File: config.mk
export PLATFORM = sky130hd
export DESIGN_NAME = serial_sub
export DESIGN_NICKNAME = d
export VERILOG_FILES = /design/src/rtl/serial_sub_pkg.sv /design/src/rtl/serial_sub_digit.sv /design/src/rtl/serial_sub.sv
export SDC_FILE = /design/constraint.sdc
export NUM_CORES = 1
export LEC_CHECK = 0
export CORE_MARGIN = 2
export CORE_UTILIZATION = 52
export CTS_CLUSTER_DIAMETER = 30
export DETAILED_ROUTE_END_ITERATION = 6
export GPL_TIMING_DRIVEN = 0
export PLACE_DENSITY = 0.84
export SYNTH_ARGS = -nofsm -noshare
export SYNTH_HDL_FRONTEND = slang
export SYNTH_HIERARCHICAL = 1
export SYNTH_SLANG_ARGS = --single-unit
File: constraint.sdc
create_clock -name clk -period 2.6 [get_ports clk]
set_clock_uncertainty 0.15 [all_clocks]
set_input_delay 0.39 -clock clk [delete_from_list [all_inputs] [get_ports clk]]
set_output_delay 0.39 -clock clk [all_outputs]
set_load 0.03 [all_outputs]
File: src/rtl/serial_sub_pkg.sv
// Shared types and sizing helpers for the digit-serial subtractor.
package serial_sub_pkg;

    typedef enum logic [1:0] {
        S_IDLE,
        S_RUN,
        S_DONE
    } state_t;

    function automatic int calc_ndig(input int width, input int digit);
        return width / digit;
    endfunction

    // Counter needs at least one bit even when there is a single digit.
    function automatic int calc_cnt_w(input int ndig);
        return (ndig > 1) ? $clog2(ndig) : 1;
    endfunction

endpackage

File: src/rtl/serial_sub_digit.sv
// Combinational DIGIT-bit borrow-ripple subtract slice: {bo, d} = a_dig - b_dig - bi.
module sub_digit #(
    parameter int DIGIT = 2
) (
    input  logic [DIGIT-1:0] a_dig,
    input  logic [DIGIT-1:0] b_dig,
    input  logic             bi,
    output logic [DIGIT-1:0] d,
    output logic             bo
);

    assign {bo, d} = {1'b0, a_dig} - {1'b0, b_dig} - {{DIGIT{1'b0}}, bi};

endmodule

File: src/rtl/serial_sub.sv
// Digit-serial subtractor, LSB digit first, one reused DIGIT-wide slice.
// Define SERIAL_SUB_SAT_EN to clamp diff to 0 when the result borrows.
module serial_sub
    import serial_sub_pkg::*;
#(
    parameter int WIDTH = 8,
    parameter int DIGIT = 2
) (
    input  logic             clk,
    input  logic             rst,
    input  logic             in_valid,
    output logic             in_ready,
    input  logic [WIDTH-1:0] a,
    input  logic [WIDTH-1:0] b,
    output logic             out_valid,
    input  logic             out_ready,
    output logic [WIDTH-1:0] diff,
    output logic             borrow
);

    localparam int NDIG  = calc_ndig(WIDTH, DIGIT);
    localparam int CNT_W = calc_cnt_w(NDIG);

    if (WIDTH < 1 || DIGIT < 1 || (WIDTH % DIGIT) != 0) begin : g_bad_params
        $error("serial_sub: DIGIT must be >= 1 and divide WIDTH");
    end

    state_t           state;
    logic [CNT_W-1:0] cnt;
    logic             borrow_reg;
    logic [WIDTH-1:0] a_sh;
    logic [WIDTH-1:0] b_sh;
    logic [DIGIT-1:0] d;
    logic             bo;
    logic [WIDTH-1:0] diff_shift;
    logic             last;

    sub_digit #(.DIGIT(DIGIT)) u_slice (
        .a_dig (a_sh[DIGIT-1:0]),
        .b_dig (b_sh[DIGIT-1:0]),
        .bi    (borrow_reg),
        .d     (d),
        .bo    (bo)
    );

    // New digit enters from the MSB side; after NDIG shifts the word is in place.
    assign diff_shift = WIDTH'({d, diff} >> DIGIT);
    assign last       = (cnt == CNT_W'(NDIG - 1));
    assign in_ready   = (state == S_IDLE);

    always_ff @(posedge clk) begin
        if (rst) begin
            state      <= S_IDLE;
            cnt        <= '0;
            borrow_reg <= 1'b0;
            out_valid  <= 1'b0;
            diff       <= '0;
            borrow     <= 1'b0;
        end else begin
            case (state)
                S_IDLE: begin
                    if (in_valid) begin
                        cnt        <= '0;
                        borrow_reg <= 1'b0;
                        state      <= S_RUN;
                    end
                end
                S_RUN: begin
                    diff       <= diff_shift;
                    borrow_reg <= bo;
                    cnt        <= cnt + CNT_W'(1);
                    if (last) begin
                        state     <= S_DONE;
                        out_valid <= 1'b1;
                        borrow    <= bo;
`ifdef SERIAL_SUB_SAT_EN
                        if (bo) diff <= '0;
`endif
                    end
                end
                S_DONE: begin
                    if (out_ready) begin
                        out_valid <= 1'b0;
                        state     <= S_IDLE;
                    end
                end
                default: state <= S_IDLE;
            endcase
        end
    end

    // Operand shift registers carry data only and need no reset.
    always_ff @(posedge clk) begin
        if (state == S_IDLE && in_valid) begin
            a_sh <= a;
            b_sh <= b;
        end else if (state == S_RUN) begin
            a_sh <= a_sh >> DIGIT;
            b_sh <= b_sh >> DIGIT;
        end
    end

endmodule

After elaboration in Yosys (flattened, before gate mapping)
Index checks and enable logic that the tools add are counted.
{"block": "word_totals", "inputBits": 20, "reg_bits": 31}
{"block": "classes", "n_eq_ne": 6, "n_addsub": 3, "muxes": 15, "n_reduce_logical": 9}
{"cell": "$mux 8", "count": 4}
{"cell": "$mux 2", "count": 4}
{"cell": "$ne 2x2->1 const B", "count": 3}
{"cell": "$pmux 2 s3", "count": 1}
{"cell": "$reduce_and 3->1", "count": 2}
{"cell": "$reduce_bool 2->1", "count": 3}
{"cell": "$eq 2x2->1 const B", "count": 2}
{"cell": "$pmux 1 s2", "count": 2}
{"cell": "$pmux 2 s2", "count": 1}
{"cell": "$reduce_and 2->1", "count": 2}
{"cell": "$mux 1", "count": 3}
{"cell": "$sub 2x2->3", "count": 1}
{"cell": "$sub 3x1->3", "count": 1}
{"cell": "$add 2x1->2 const B", "count": 1}
{"cell": "$eq 2x1->1 const B", "count": 1}
{"cell": "$logic_not 2->1", "count": 1}
{"cell": "$logic_and 1x1->1", "count": 1}

Logic depth before layout (Yosys ltp)
Gate-level depths: netlist of run 1.
{"block": "depth", "word_depth": 3, "ltp_mapped": 7, "ltp_nobuf": 7}

Hierarchy
Netlist of run 1, hierarchy kept.
{"mod": "serial_sub", "area_each_um2": 1276.2, "instances": 1, "cells_each": 101, "seq_area_each_um2": 780.7}
{"mod": "sub_digit", "area_each_um2": 62.6, "instances": 1, "cells_each": 8, "seq_area_each_um2": 0.0}

Worst setup path after synthesis of run 1
No wires, ideal clock.
{"block": "synth_path", "kind": "reg-to-reg", "from": "register state[0]", "to": "register a_sh[0], data pin", "path_stages_with_launch": 6, "setup_slack_ps": 776, "arrival_time_ps": 1413, "path_cell_list": "dfxtp_1 -> buf_6 -> nor2_2 -> and2_4 -> buf_12 -> mux2_4"}
{"block": "synth_between", "elab_chain_cells": 3}
{"item": "start, declared", "line": "serial_sub.sv:28", "text": "state_t state;"}
{"item": "start signal, assigned", "line": "serial_sub.sv:53", "text": "state <= S_IDLE;"}
{"item": "start signal, assigned", "line": "serial_sub.sv:65", "text": "state <= S_RUN;"}
{"item": "start signal, assigned", "line": "serial_sub.sv:73", "text": "state <= S_DONE;"}
{"item": "$logic_not 2->1"}
{"item": "net in_ready", "line": "serial_sub.sv:12", "text": "output logic in_ready,"}
{"item": "$logic_and 1x1->1", "line": "serial_sub.sv:94", "text": "if (state == S_IDLE && in_valid) begin"}
{"item": "$mux 8", "line": "serial_sub.sv:94"}
{"item": "end signal, assigned", "line": "serial_sub.sv:98", "text": "a_sh <= a_sh >> DIGIT;"}
{"item": "end, declared", "line": "serial_sub.sv:31", "text": "logic [WIDTH-1:0] a_sh;"}
The timed path passes the listed nets, and every way through them passes these cells.
A chain may end at the register's enable or synchronous reset.

Worst setup path after layout of run 1
{"block": "layout_path", "from": "register state[0]", "to": "output port in_ready"}
{"block": "layout_between", "elab_chain_cells": 1}
{"item": "$logic_not 2->1", "line": "serial_sub.sv:49", "text": "assign in_ready = (state == S_IDLE);"}
{"item": "end, declared", "line": "serial_sub.sv:12"}
Every way passes these cells.

==> results of run 1 <==
==> placed cells by master, fill, tap and decap left out <==
| cell | netlist | routed |
|---|---|---|
| ha_1 | 1 | 1 |
| inv_1 | 6 | 6 |
| mux2_4 | 10 | 10 |
| clkbuf_4 | 0 | 5 |
| a211oi_1 | 1 | 1 |
| a21oi_1 | 11 | 11 |
| nand2b_1 | 2 | 2 |
| fa_1 | 2 | 2 |
| clkbuf_1 | 3 | 6 |
| and3_1 | 4 | 4 |
| o21bai_1 | 1 | 1 |
| mux2_2 | 2 | 2 |
| a2bb2oi_1 | 1 | 1 |
| nor2_2 | 1 | 1 |
| edfxtp_1 | 16 | 16 |
| buf_6 | 1 | 1 |
| nand3_1 | 1 | 1 |
| mux2i_1 | 1 | 1 |
| nor2_1 | 5 | 5 |
| and2b_1 | 1 | 1 |
| buf_2 | 1 | 1 |
| and2_4 | 1 | 1 |
| clkdlybuf4s50_1 | 0 | 30 |
| dfxtp_1 | 15 | 15 |
| nand2_1 | 18 | 18 |
| buf_12 | 1 | 1 |
| nand3b_1 | 1 | 1 |
| a22oi_1 | 2 | 2 |
==> synthesized netlist by cell type (2+ instances only) <==
library cell  count  area share
nand2_1          18       0.050
a22oi_1           2       0.011
inv_1             6       0.017
a21oi_1          11       0.041
and3_1            4       0.019
mux2_4           10        0.11
clkbuf_1          3      0.0084
mux2_2            2       0.017
dfxtp_1          15        0.22
nand2b_1          2      0.0093
fa_1              2       0.030
nor2_1            5       0.014
edfxtp_1         16        0.36
==> power by group <==
part	internal [W]	switching [W]
Sequential	0.000560	0.0000157
Clock	0.000108	0.000152
Combinational	0.0000978	0.0000771
Total	0.000765	0.000244
==> layer usage <==
layer,vias up,global-route usage
li1,448,-
met1,419,0.229
met2,32,0.312
met3,6,0.0765
met4,0,0.0500
met5,-,0
==> stage by stage <==
stage | setup WS (ps) | total power, W | util | instances
finish | 379 | 0.00101 | 0.703 | 177
detailed placement | 444 | 0.000763 | 0.683 | 169
global placement | 499 | 0.000752 | 0.683 | 169
floorplan | 776 | 0.000694 | - | 109
CTS | 353 | 0.00102 | 0.703 | 177
global route | 285 | 0.00106 | 0.703 | 177
==> final cells by class <==
type | instances | share of cell area
plain buffers | 6 | 0.0276
clock buffers | 8 | 0.0283
inverters | 6 | 0.0131
repair buffers | 30 | 0.174
well taps | 30 | 0.0218
flip-flops and latches | 31 | 0.453
multi-input cells | 66 | 0.283
==> cells by family after synthesis <==
| group | after synthesis | share of synthesized area |
|---|---|---|
| adder cells (fa/ha/maj) | 3 | 0.0393 |
| AND/OR/NAND/NOR | 34 | 0.119 |
| buffers and inverters | 12 | 0.0523 |
| flip-flops | 31 | 0.583 |
| AO/OA/AOI/OAI | 16 | 0.0701 |
| multiplexers | 13 | 0.136 |
==> worst max-delay path, cell delays in order, from the launching register on <==
cell	delay (ps)
dfxtp_1	320
buf_6	130
nor2_2	190
clkdlybuf4s50_1	720
==> final timing paths <==
path / depth (start not counted) / endpoint / startpoint / slack [ps]
setup reg to reg: 6 / diff[7]$_SDFFE_PP0N_ / a_sh[0]$_DFFE_PP_ / 830
setup / recovery: 3 / in_ready / state[0]$_SDFFE_PP0P_ / 380
hold / removal: 2 / borrow$_SDFFE_PP0P_ / borrow$_SDFFE_PP0P_ / 310
hold reg to reg: 2 / borrow$_SDFFE_PP0P_ / borrow$_SDFFE_PP0P_ / 310
==> out/metrics.csv, run 1 <==
metric,value,unit
status,finished clean,
Congestion Overflow GR,0,
Chip Width,54.7,um
Worst Path Arrival,1680,ps
cell area after synthesis,1340,um2
register bit total from synthesis,31,
crit path kind,reg2out,
Worst-Skew Late Latency,320,ps
registers with the most flip-flops,"a_sh: 8 flops, b_sh: 8 flops, diff: 8 flops",
Max Cap Viol,0,
max-slew violations,0,
post-DR wirelength/cell,13.4,um
initial antenna violation count,0,
final net count,169,
number of flops mapped to enable cells by yosys,16,
I/O Pins,31,
# Post-CTS Setup Buffers,0,
core region area,2450,um2
Fin. Hold Viols,0,
Longest Clk Path Bufs,2,
met3 wire len,140,um
initial DRC count,20,
CTS H-tree lvls,2,
Setup crit start kind,flop,
Num CTS Buffers,5,
asr flop ratio synth,0,
slew at the pin closest to its max-slew limit,585,ps
setup_tns,0,ps
standard-cell rows,18,
iteration count of the initial detailed-routing pass,4,
Crit path required time,2060,ps
syn_area_per_cell,12.3,um2
gp weighted congestion,0.728,
sinks on the clock net,31,
CTS root buffer,clkbuf_4,
GR Util All Layers,0.190,
crit path time final,2220,ps
synth unique cells,26,
starting density of the core,0.545,
# fillers,181,
Layout area overhead,28.9,%
Die Ht,54.7,um
total die area,3000,um2
Ys Warns,6,
TritonCTS clock tree,done,
final worst path period share,0.854,
first-pass GRT wire length,3870,um
Routed WL,2370,um
LEAKAGE,0.673,nW
Worst-path clk slew,90,ps
DRC,0,
highest metal used,met4,
Via density,5.11,
Final Setup Violations,0,
post-route ant nets,0,
Max Freq,0.450,GHz
Relative slew margins,0.609,
HP Class,reg2reg,
RSZ-0062 raised after global routing,no,
met2 wire len,1220,um
top_reg_cell synth,edfxtp_1,
ant diodes,0,
Worst setup EP type,output pin,
Via Count,905,
post-synthesis net count,132,
post-detail-place hpwl,1770,um
post-CTS resize count,0,
PD cells,585,nW/um2
sequential share of the synthesized area,0.583,
met1 wire length,976,um
CTS hold repair buffers,0,
Placement Cell Area,1680,um2
multi-input logic area,488,um2
final instance area,1730,um2
maximum vdd drop,0.385,mV
largest fanout on the critical path,9,
Storage cell area,781,um2
Mapped Cells,109,
IO Port Bufs,30,
largest net degree at the start of global routing,17,
WHS,310,ps
layout cells sized above 1,0.150,
vias in the first global route,859,
No activity file was read; power rests on OpenSTA's default activity.
==> run 2: changes to the inputs <==
ABC_AREA = 1   (was unset)
==> run 2 against run 1 <==
  * Clock-buffer cell count decreased by 3
  * Power increased by 14%
  * Sequential share of layout area decreased by 0.68 points
  * Critical path depth unchanged
  * Largest power group unchanged
  * Highest routed layer unchanged
==> out/metrics.csv, run 2 <==
metric,value,unit,change
status,finished clean,,
post-synthesis net count,169,,+28%
core region area,2450,um2,unchanged
CTS hold repair buffers,0,,unchanged
Via Count,1056,,+17%
Via density,4.93,,-3.5%
most common library cells after synthesis,"nand2_1, nor2_1, edfxtp_1, inv_1, dfxtp_1",,
Chip Width,54.7,um,about the same
Worst-Skew Late Latency,330,ps,about the same
PD cells,660,nW/um2,+13%
TritonCTS clock tree,done,,
syn_area_per_cell,9.16,um2,-25%
Max Freq,0.424,GHz,-5.9%
Mapped Cells,146,,+34%
gp weighted congestion,0.775,,+6.4%
cell area after synthesis,1340,um2,about the same
number of flops mapped to enable cells by yosys,16,,unchanged
Num CTS Buffers,5,,unchanged
Setup crit start kind,flop,,
layout cells sized above 1,0.0870,,-0.0627
crit path kind,reg2out,,
standard-cell rows,18,,unchanged
first-pass GRT wire length,4110,um,+6.1%
Yosys top cell by area,edfxtp_1,,
slew at the pin closest to its max-slew limit,589,ps,+4.00 ps
top_reg_cell synth,edfxtp_1,,
post-route ant nets,0,,unchanged
starting density of the core,0.545,,about the same
crit path time final,2360,ps,+140 ps
Worst setup EP type,output pin,,
Ys Warns,6,,unchanged
final net count,206,,+22%
CTS H-tree lvls,2,,unchanged
initial antenna violation count,0,,unchanged
iteration count of the initial detailed-routing pass,4,,unchanged
IO Port Bufs,30,,unchanged
vias in the first global route,953,,+11%
post-CTS resize count,0,,unchanged
HP Class,reg2reg,,
Congestion Overflow GR,0,,unchanged
final worst path period share,0.908,,+0.0537
Fin. Hold Viols,0,,unchanged
post-detail-place hpwl,1910,um,+7.6%
max-slew violations,0,,unchanged
reg-to-reg startpoint,a_sh[0]$_DFFE_PP_,,
"commonest non-fill, non-tap cell in the layout",nand2_1,,
Routed WL,2520,um,+6.5%
GR Util All Layers,0.204,,+0.0146
Worst-path clk slew,100,ps,about the same
Crit path required time,2060,ps,about the same
DRC,0,,unchanged
Worst Hold Path EP,borrow_reg$_SDFFE_PP0P_,,
"commonest cells after routing, fill and taps aside","nand2_1, clkdlybuf4s50_1, nor2_1",,
maximum vdd drop,0.718,mV,+87%
asr flop ratio synth,0,,unchanged
largest fanout on the critical path,10,,+1
Longest Clk Path Bufs,2,,unchanged
share of the synthesized area in the top cell type,0.359,,about the same
"count leader, synth",nand2_1,,
Die Ht,54.7,um,about the same
I/O Pins,31,,unchanged
Final Setup Violations,0,,unchanged
RSZ-0062 raised after global routing,no,,
LEAKAGE,0.747,nW,+11%
hold path start,borrow_reg$_SDFFE_PP0P_,,
R2R depth,6,,unchanged
Max Cap Viol,0,,unchanged
reg2reg end,diff[7]$_SDFFE_PP0N_,,
Worst Hold Path Cells,2,,unchanged
Worst Path Arrival,1820,ps,+140 ps
ant diodes,0,,unchanged
initial DRC count,17,,-15%
Layout area overhead,31.0,%,
largest net degree at the start of global routing,17,,unchanged
Synth area leaders,"edfxtp_1, dfxtp_1, nand2_1",,
Relative slew margins,0.607,,-0.00267
registers with the most flip-flops,"a_sh: 8 flops, b_sh: 8 flops, diff: 8 flops",,
synth unique cells,19,,-27%
placed insts,206,,+22%
total die area,2990,um2,about the same
Non-Filler Instances,214,,+21%
CTS root buffer,clkbuf_4,,
post-DR wirelength/cell,11.8,um,-12%
sinks on the clock net,31,,unchanged
"reg-to-reg slack, setup",830,ps,about the same
setup_tns,0,ps,unchanged
sequential share of the synthesized area,0.584,,about the same
# Post-CTS Setup Buffers,0,,unchanged
register bit total from synthesis,31,,unchanged
-- run 2: cell types whose count changed after synthesis, moves of 6 or more --
| cell | change |
|---|---|
| nor2_1 | +18 |
| nand2_1 | +15 |
| nand3_1 | +12 |
| inv_1 | +10 |
| mux2_4 | -10 |
| o21ai_0 | +10 |
| a21oi_1 | -6 |
-- run 2: kinds of logic after synthesis --
family | count (synthesis) | synth area share
flip-flops | 31 | 0.584
AND/OR/NAND/NOR | 75 | 0.247
buffers and inverters | 22 | 0.0739
adder cells (fa/ha/maj) | 3 | 0.0393
AO/OA/AOI/OAI | 15 | 0.0561
-- run 2: metrics by stage --
step	total power (W)	utilization	instance area, um2	hold slack (ps)	setup slack (ps)
final	0.00116	0.714	1750	336	239
after global routing	0.00121	0.714	1750	360	141
after CTS	0.00117	0.714	1750	339	223
after detailed placement	0.000808	0.682	1680	324	371
after global placement	0.000794	0.682	1680	298	388
after floorplan	0.000722	-	1340	285	947
-- run 2: cell type report --
class | instances | area (um2)
buffer | 5 | 35.0
clock buffer | 5 | 37.5
timing repair buffer | 30 | 300
fill | 198 | 703
tap | 30 | 37.5
multi-input combinational | 93 | 458
sequential | 31 | 781
inverter | 17 | 63.8
clock inverter | 3 | 38.8
-- run 2: worst max path at each step --
stage                                startpoint               endpoint  slack, ps  cells past startpoint
final                     state[1]$_SDFFE_PP0P_               in_ready        240                      3
after global routing      state[1]$_SDFFE_PP0P_               in_ready        140                      3
after CTS                 state[1]$_SDFFE_PP0P_               in_ready        220                      3
after detailed placement               in_valid  b_sh[6]$_SDFFCE_PN0P_        370                      3
after global placement                 in_valid  b_sh[6]$_SDFFCE_PN0P_        390                      3
after floorplan               a_sh[0]$_DFFE_PP_   diff[7]$_SDFFE_PP0N_        950                      6
-- run 2: metal layers --
layer,wire [um],part of all wire,up-vias,track usage
met5,0,0,-,0
met4,34,0.013,0,0.0750
met3,163,0.065,5,0.0902
met2,1350,0.54,37,0.355
met1,969,0.38,474,0.216
li1,-,-,540,-
-- run 2: where the power goes --
part | switching [W] | leakage (nW) | internal [W] | total [W]
Clock | 0.000163 | 0.0426 | 0.000198 | 0.000361
Combinational | 0.000112 | 0.417 | 0.0000919 | 0.000204
Sequential | 0.0000215 | 0.288 | 0.000570 | 0.000591
Total | 0.000296 | 0.747 | 0.000859 | 0.00116
-- run 2: critical path, cell delays in order (launching register included) --
cell and delay, ps:
dfxtp_1 400, nor2_4 200, buf_4 200, clkdlybuf4s50_1 680
==> run 3: changes to the inputs <==
CELL_PAD_IN_SITES_DETAIL_PLACEMENT = 1   (was unset)
CELL_PAD_IN_SITES_GLOBAL_PLACEMENT = 2   (was unset)
CORE_UTILIZATION = 31   (was 52)
PLACE_DENSITY = 0.83   (was 0.84)
==> run 3 against run 2 <==
  * Core utilization shrank 27 points
  * Via count shrank 0.76%
  * Final area grew 3.2%
  * Final cell count grew 9.3%
  * Sequential power is essentially flat
  * Global-route usage shrank 7.5 points
  * Clock-buffer cell count is the same
  * Combinational power is essentially flat
  * Sequential cell count is the same
  * Worst hold slack lost 24 ps
  * Critical path type unchanged
  * Largest cell class unchanged
==> out/metrics.csv, run 3 (same netlist as run 2, synthesis figures left out) <==
metric,value,unit,change
WHS,312,ps,-24.1 ps
vias in the first global route,1048,,+10%
post-DR wirelength/cell,11.7,um,-0.23%
Die Ht,69.7,um,+27%
maximum vdd drop,0.245,mV,-66%
# Post-CTS Setup Buffers,0,,unchanged
Cell Int Power,0.000942,W,+9.6%
Routed WL,2750,um,+9.1%
Pwr Total,0.00125,W,+8.1%
Max Freq,0.435,GHz,+2.8%
post-route ant nets,0,,unchanged
sinks on the clock net,31,,unchanged
initial antenna violation count,0,,unchanged
power share of the clock group,0.364,,+0.052
I/O Pins,31,,unchanged
Max Cap Viol,0,,unchanged
Worst setup EP type,output pin,,
CTS hold repair buffers,0,,unchanged
core region area,4090,um2,+66%
iteration count of the initial detailed-routing pass,4,,unchanged
final net count,206,,unchanged
DRC,0,,unchanged
Via density,4.48,,-9.2%
Layout Utilization,0.442,,-0.271
final worst path period share,0.883,,-0.0245
GR Util All Layers,0.130,,-0.0745
CP peak stage delay,690,ps,about the same
Chip Width,69.7,um,+27%
met2 wire len,1330,um,-1.3%
Placement Cell Area,1700,um2,+1.5%
met1 wire length,1270,um,+31%
setup_tns,0,ps,unchanged
first-pass GRT wire length,4880,um,+19%
max-slew violations,0,,unchanged
sw frac,0.247,,-0.00996
Relative slew margins,0.565,,-0.0413
PD cells,691,nW/um2,+4.8%
slowest CP cell,clkdlybuf4s50_1,,
Layout area overhead,35.2,%,
Congestion Overflow GR,0,,unchanged
Longest Clk Path Bufs,2,,unchanged
ant diodes,0,,unchanged
RSZ-0062 raised after global routing,no,,
Worst-Skew Late Latency,280,ps,-50 ps
IO Port Bufs,30,,unchanged
Crit path required time,2060,ps,about the same
Num CTS Buffers,5,,unchanged
largest fanout on the critical path,10,,unchanged
crit path kind,reg2out,,
registers with the most flip-flops,"a_sh: 8 flops, b_sh: 8 flops, diff: 8 flops",,
CTS H-tree lvls,2,,unchanged
post-detail-place hpwl,2060,um,+7.9%
LEAKAGE,0.760,nW,+1.7%
starting density of the core,0.327,,-0.218
final instance area,1810,um2,+3.2%
CTS root buffer,clkbuf_8,,
crit path time final,2300,ps,-63.8 ps
Worst-path clk slew,60,ps,-40 ps
"delay-heaviest family, CP",buffers and inverters,,
standard-cell rows,23,,+5
CP cell instances,nor2_4 -> buf_4 -> clkdlybuf4s50_1,,
Final Setup Violations,0,,unchanged
Net Sw Power,0.000308,W,+3.9%
layout cells sized above 1,0.0870,,unchanged
met3 wire len,116,um,-29%
share of power burned in registers,0.473,,-0.039
gp weighted congestion,0.717,,-7.5%
Setup crit start kind,flop,,
Logic pwr share,0.162,,-0.014
total die area,4860,um2,+62%
initial DRC count,11,,-6
TritonCTS clock tree,done,,
slew at the pin closest to its max-slew limit,651,ps,+61.9 ps
highest metal used,met4,,
Worst Path Arrival,1760,ps,-60 ps
Via Count,1048,,-0.76%
"commonest cells after routing, fill and taps aside","nand2_1, clkdlybuf4s50_1, nor2_1",,
HP Class,reg2reg,,
largest net degree at the start of global routing,17,,unchanged
# fillers,471,,+140%
status,finished clean,,
CP bufs+invs,2,,unchanged
"commonest non-fill, non-tap cell in the layout",nand2_1,,
post-CTS resize count,0,,unchanged
Fin. Hold Viols,0,,unchanged
==> run 3: power groups by stage <==
stage / Clock (W) / Sequential, W / Combinational [W]
6_report: 0.000455 / 0.000592 / 0.000203
3_5_place_dp: 0 / 0.000603 / 0.000207
2_1_floorplan: 0 / 0.000621 / 0.000101
3_3_place_gp: 0 / 0.000600 / 0.000201
4_1_cts: 0.000470 / 0.000592 / 0.000207
5_1_grt: 0.000494 / 0.000598 / 0.000229
==> run 3: path summary, 6_finish.rpt <==
check                            to  depth (start not counted)                    from  slack, ps
min reg2reg  out_valid$_SDFFE_PP0P_                          2  out_valid$_SDFFE_PP0P_        310
max reg2reg       a_sh[0]$_DFFE_PP_                          2   state[0]$_SDFFE_PP0P_        860
max                        in_ready                          3   state[1]$_SDFFE_PP0P_        300
min          out_valid$_SDFFE_PP0P_                          2  out_valid$_SDFFE_PP0P_        310
==> run 3: worst min-delay path, stage by stage, from the launching register on <==
cell and delay, ps:
dfxtp_1 310, nand2_1 60, a21oi_1 50
==> run 3: per-layer routing <==
| layer | up-vias | global-route usage |
|---|---|---|
| met5 | - | 0 |
| met4 | 0 | 0.0449 |
| met3 | 2 | 0.0567 |
| met2 | 25 | 0.212 |
| met1 | 483 | 0.153 |
| li1 | 538 | - |
==> run 3: stage by stage <==
| step | std cells | setup WS [ps] |
|---|---|---|
| finish | 234 | 303 |
| global route | 234 | 206 |
| detailed placement | 226 | 223 |
| CTS | 234 | 276 |
| global placement | 226 | 256 |
| floorplan | 146 | 947 |
==> run 3: area by class of cell <==
class                   instances  area [um2]  area share
repair buffers                 30         300       0.166
plain buffers                   5        35.0      0.0194
flip-flops and latches         31         781       0.432
clock inverters                 3        38.8      0.0215
well taps                      50        62.6      0.0346
clock buffers                   5        68.8      0.0381
multi-input cells              93         458       0.253
inverters                      17        63.8      0.0353
